$ cat src/rtl/bcd_operand_loader.sv
// Operand-entry stage for the two-digit BCD adder: debounces a push-button and
// collects operand X, then operand Y plus carry-in, into a held, validated set.
module bcd_operand_loader #(
  parameter int unsigned DEBOUNCE_CYCLES = 500000,
  parameter int unsigned CNT_W           = 19
) (
  input  logic       CLOCK_50,
  input  logic       reset,
  input  logic       load_n,
  input  logic [3:0] digit_in,
  input  logic       cin_in,
  input  logic       consume,
  output logic [3:0] x_out,
  output logic [3:0] y_out,
  output logic       cin_out,
  output logic       valid,
  output logic       digit_err,
  output logic [1:0] phase
);

  typedef enum logic [1:0] {
    StGetX  = 2'b00,
    StGetY  = 2'b01,
    StReady = 2'b10
  } state_e;

  localparam logic [CNT_W-1:0] CntMax = CNT_W'(DEBOUNCE_CYCLES - 1);
  localparam logic [3:0]       BcdMax = 4'd9;

  logic [1:0]       sync_q, sync_d;
  logic             deb_q, deb_d;
  logic [CNT_W-1:0] cnt_q, cnt_d;
  logic             press_q, press_d;

  state_e           state_q, state_d;
  logic [3:0]       x_q, x_d;
  logic [3:0]       y_q, y_d;
  logic             cin_q, cin_d;
  logic             valid_q, valid_d;
  logic             err_q, err_d;

  logic             accept;
  logic             reject;

  // sync_q[1] is the synchronised key level; the debounced level only follows it
  // after DEBOUNCE_CYCLES consecutive differing samples.
  always_comb begin
    sync_d  = {sync_q[0], load_n};
    deb_d   = deb_q;
    cnt_d   = '0;
    press_d = 1'b0;
    if (sync_q[1] != deb_q) begin
      if (cnt_q == CntMax) begin
        deb_d   = sync_q[1];
        press_d = ~sync_q[1];
      end else begin
        cnt_d = cnt_q + CNT_W'(1);
      end
    end
  end

  assign accept = press_q & (digit_in <= BcdMax);
  assign reject = press_q & (digit_in >  BcdMax);

  always_comb begin
    state_d = state_q;
    x_d     = x_q;
    y_d     = y_q;
    cin_d   = cin_q;
    valid_d = valid_q;
    err_d   = err_q;
    if (reject) begin
      err_d = 1'b1;
    end
    unique case (state_q)
      StGetX: begin
        if (accept) begin
          x_d     = digit_in;
          err_d   = 1'b0;
          state_d = StGetY;
        end
      end
      StGetY: begin
        if (accept) begin
          y_d     = digit_in;
          cin_d   = cin_in;
          err_d   = 1'b0;
          valid_d = 1'b1;
          state_d = StReady;
        end
      end
      StReady: begin
        // A new accepted digit starts the next entry and outranks consume.
        if (accept) begin
          x_d     = digit_in;
          err_d   = 1'b0;
          valid_d = 1'b0;
          state_d = StGetY;
        end else if (consume) begin
          valid_d = 1'b0;
          state_d = StGetX;
        end
      end
      default: begin
        valid_d = 1'b0;
        state_d = StGetX;
      end
    endcase
  end

  always_ff @(posedge CLOCK_50) begin
    if (reset) begin
      sync_q  <= 2'b11;
      deb_q   <= 1'b1;
      cnt_q   <= '0;
      press_q <= 1'b0;
      state_q <= StGetX;
      x_q     <= 4'd0;
      y_q     <= 4'd0;
      cin_q   <= 1'b0;
      valid_q <= 1'b0;
      err_q   <= 1'b0;
    end else begin
      sync_q  <= sync_d;
      deb_q   <= deb_d;
      cnt_q   <= cnt_d;
      press_q <= press_d;
      state_q <= state_d;
      x_q     <= x_d;
      y_q     <= y_d;
      cin_q   <= cin_d;
      valid_q <= valid_d;
      err_q   <= err_d;
    end
  end

  assign x_out     = x_q;
  assign y_out     = y_q;
  assign cin_out   = cin_q;
  assign valid     = valid_q;
  assign digit_err = err_q;
  assign phase     = state_q;

endmodule

$ cat config.mk
export PLATFORM = sky130hd
export DESIGN_NAME = bcd_operand_loader
export DESIGN_NICKNAME = d
export VERILOG_FILES = /design/src/rtl/bcd_operand_loader.sv
export SDC_FILE = /design/constraint.sdc
export NUM_CORES = 1
export LEC_CHECK = 0
export ABC_AREA = 1
export CAP_MARGIN = 5
export CORE_MARGIN = 4
export CORE_UTILIZATION = 53
export CTS_CLUSTER_SIZE = 16
export DETAILED_ROUTE_END_ITERATION = 6
export PLACE_DENSITY = 0.85
export SYNTH_ARGS = -nofsm -noshare
export SYNTH_HDL_FRONTEND = slang
export SYNTH_SLANG_ARGS = --single-unit
$ cat constraint.sdc
create_clock -name CLOCK_50 -period 1.8 [get_ports CLOCK_50]
set_input_delay 0.36 -clock CLOCK_50 [delete_from_list [all_inputs] [get_ports CLOCK_50]]
set_output_delay 0.36 -clock CLOCK_50 [all_outputs]
set_load 0.02 [all_outputs]
==> results of run 1 <==
-- routing by layer --
| layer | vias to the layer above | share of wire | global-route usage |
|---|---|---|---|
| met5 | - | 0 | 0 |
| met3 | 7 | 0.058 | 0.07194 |
| met4 | 0 | 0.013 | 0.05785 |
| met2 | 33 | 0.45 | 0.3057 |
| met1 | 620 | 0.47 | 0.2109 |
| li1 | 743 | - | - |
-- registers in the layout (all words and copies together) (netlist names), 2 cells and up, named ones only --
name and cells:
x_out 4, cnt_q 19, y_out 4, phase 2
sync_q 2
-- metrics by stage --
| stage | cell area [um2] | total power (uW) |
|---|---|---|
| 5_1_grt | 1896 | 1344 |
| 3_5_place_dp | 1838 | 857.3 |
| 4_1_cts | 1896 | 1298 |
| 3_3_place_gp | 1838 | 856.6 |
| 6_report | 1896 | 1279 |
| 2_1_floorplan | 1597 | 833.8 |
-- cells by family (layout without fill, tap and decap cells) --
logic type / after synthesis / in the layout / synth area share
flip-flops: 36 / 36 / 0.4514
AO/OA/AOI/OAI: 24 / 24 / 0.07523
AND/OR/NAND/NOR: 121 / 121 / 0.3354
adder cells (fa/ha/maj): 1 / 1 / 0.007836
XOR/XNOR: 13 / 13 / 0.07132
buffers and inverters: 23 / 51 / 0.05878
-- final cells by class --
| cell class | instances | area share |
|---|---|---|
| inverters | 21 | 0.04158 |
| well taps | 31 | 0.02046 |
| repair buffers | 22 | 0.1142 |
| multi-input cells | 159 | 0.4125 |
| clock buffers | 8 | 0.03102 |
| flip-flops and latches | 36 | 0.3802 |
-- timing repair --
| action | 4_1_cts | 5_1_grt |
|---|---|---|
| setup endpoints to repair | 1 | 0 |
| gates resized for setup | 1 | 0 |
| hold buffers | 0 | 0 |
-- cell usage in the layout, fill, tap and decap left out, types with 2 or more instances in the layout --
master	instances
sky130_fd_sc_hd__nor2_1	46
sky130_fd_sc_hd__nand2_1	45
sky130_fd_sc_hd__dfxtp_1	36
sky130_fd_sc_hd__inv_1	21
sky130_fd_sc_hd__clkdlybuf4s50_1	20
sky130_fd_sc_hd__a21oi_1	13
sky130_fd_sc_hd__nand3_1	11
sky130_fd_sc_hd__o21ai_0	10
sky130_fd_sc_hd__xor2_1	8
sky130_fd_sc_hd__xnor2_1	5
sky130_fd_sc_hd__clkbuf_4	5
sky130_fd_sc_hd__nand4_1	4
sky130_fd_sc_hd__nor2_2	3
sky130_fd_sc_hd__nor2_4	2
sky130_fd_sc_hd__or2_2	2
sky130_fd_sc_hd__nand3b_1	2
sky130_fd_sc_hd__clkbuf_1	2
-- power by group --
| part | switching [uW] | internal [uW] | total [uW] |
|---|---|---|---|
| Sequential | 1.13 | 799 | 800 |
| Clock | 248 | 193 | 441 |
| Combinational | 17.8 | 21.0 | 38.8 |
-- cell usage after synthesis, drive strengths merged --
library cell,n,area [um2]
a21oi,13,65.06
and2,1,6.260
buf,1,11.26
clkbuf,1,3.750
dfxtp,36,720.7
ha,1,12.51
inv,21,78.83
nand2,47,186.4
nand3,12,65.06
nand3b,2,15.01
nand4,4,25.02
nor2,51,214.0
nor3,1,5.000
o21ai,11,55.05
or2,3,18.77
xnor2,5,43.79
xor2,8,70.07
-- path summary, 6_finish.rpt --
| kind | from | slack, ns | cells past startpoint | to |
|---|---|---|---|---|
| setup / recovery | phase[1] | 0.09 | 1 | phase[1] |
| hold / removal | sync_q[0] | 0.42 | 1 | sync_q[1] |
| setup reg to reg | cnt_q[1] | 0.35 | 8 | cnt_q[16] |
| hold reg to reg | sync_q[0] | 0.42 | 1 | sync_q[1] |
==> flow_summary.rst, run 1 <==
.. list-table::
   :header-rows: 1

   * - Metric
     - Value
   * - Number of buffers on the longest clock path
     - 2
   * - Residual antenna-violating net count after detailed routing
     - 0
   * - Hold Violations, Final
     - 0
   * - Critical path buffer and inverter count
     - 1
   * - Non-Filler Instances
     - between 200 and 300
   * - Post-layout minimum cycle time
     - 1.713 ns
   * - Instance count after placement with tap cells included
     - ~270
   * - Clock transition at the registers of the reported paths
     - roughly 0.10 ns
   * - # H-tree levels
     - 2
   * - Number of library cell types mapped by synthesis
     - 24
   * - Stage delay of the slowest cell on the critical path
     - about 0.63 ns
   * - Cell type group with the largest total delay on the critical path
     - buffers and inverters
   * - Post-layout util
     - 0.6701
   * - GRT Residual Overflow
     - 0
   * - Synth Instances
     - between 200 and 250
   * - Insertion delay to the later sink of the worst-skew pair
     - approximately 0.33 ns
   * - Wirelength, routed
     - about 3.2 mm
   * - Kind of end point of the critical path
     - output port
   * - Fraction of final layout cells with drive strength greater than 1
     - 0.06911
   * - Multi-input logic area
     - 782.0 um2
   * - Total DRC errors in the routed layout
     - 0
   * - Final-layout setup total negative slack
     - 0 ns
   * - Timing-limited maximum frequency
     - roughly 580 MHz
   * - Maximum number of pins on one net before global-route repair
     - 20
   * - MaxCap Viol Count
     - 0
   * - Floorplan die height
     - around 63 um
   * - # setup viols final
     - 0
   * - Layout Nets
     - ~260
   * - Number of global-route vias before repair
     - roughly 1400
   * - Clock sinks
     - 36
   * - Tightest slew margin relative to the limit
     - 0.7851
   * - Mapped Avg Cell Area
     - between 7 and 8 um2
   * - Count of vias placed by the detailed router
     - 1403
   * - Filler instances
     - about 250
   * - Classification of the worst setup path
     - reg2out
   * - Final worst hold slack
     - roughly 0.42 ns
   * - CP Max Fanout
     - 4
   * - Share of the clock period used by the worst path after layout
     - 0.9519
   * - Final Skew
     - roughly 0.0068 ns
   * - Area added between synthesis and finish
     - 18.73%
   * - Result of the run
     - finished, final reports clean
   * - Quantity of I/O buffers inserted on ports
     - 21
   * - Number of antenna violations at the first check in global routing
     - 0
   * - Count of antenna diodes in the layout
     - 0
   * - CTS Root Buffer Type
     - sky130_fd_sc_hd__clkbuf_4
   * - Pre-antenna DRT Iters
     - 4
   * - DR WL/cell
     - 11.39 um
   * - Cell Pwr Density
     - 675.0 mW/mm2
   * - Storage element area
     - about 720 um2
   * - CP Cell Sequence
     - clkdlybuf4s50_1
   * - Slew at the pin with the worst max-slew slack
     - roughly 0.32 ns
   * - First-pass GRT wire length
     - between 5 and 6 mm
   * - Slowest cell on crit path
     - sky130_fd_sc_hd__clkdlybuf4s50_1
   * - Syn. warnings
     - 0
   * - Data required, critical path
     - between 1 and 1.5 ns
   * - Unrepaired setup endpoints after global routing
     - false
   * - Worst voltage drop across the vdd grid
     - 0.4833 mV
   * - Floorplan die area
     - roughly 0.0040 mm2
   * - First-iteration detailed-routing DRC count
     - 70
   * - Share of the yosys chip area belonging to registers
     - 0.4514
   * - Post-synth design cell area
     - around 0.0016 mm2
   * - Count of buffers added by post-CTS timing repair for setup
     - 0
   * - Core Area
     - approximately 0.0028 mm2
   * - Final weighted congestion in routability-driven placement
     - 0.8692
   * - Final worst slack
     - 0.08664 ns
   * - Post-synthesis sequential element count
     - 36
   * - Static Leakage
     - between 0.0006 and 0.0007 uW
   * - Starting Density
     - 0.5644
   * - Die span in x
     - roughly 63 um
   * - Final max-slew violation count
     - 0
   * - Setup WS pre-CTS
     - about 0.054 ns
   * - Worst Hold Class
     - reg2reg
   * - Worst Path Arrival
     - about 1.4 ns
   * - TritonCTS clock tree
     - done
   * - I/O pins
     - 22
   * - Detail-routed via count per cell
     - roughly 5
   * - Total clock buffers created by CTS
     - 5
   * - Number of nets produced by synthesis
     - approximately 230
   * - Post-DP HPWL
     - 2.341 mm
   * - Global-route usage over all layers
     - 0.1822
   * - Rows
     - 19
   * - CP Launch Type
     - register
Note: power is estimated with default switching activity, not from simulation.
==> run 2, diff against run 1 <==
- TNS_END_PERCENT: unset -> 5
==> results of run 2 <==
The final DEF is identical to that of run 1; final timing and power are the same.
==> run 3, diff against run 2 <==
- CTS_CLUSTER_SIZE: 16 -> unset
==> results of run 3 <==
The final DEF is identical to that of run 1; final timing and power are the same.
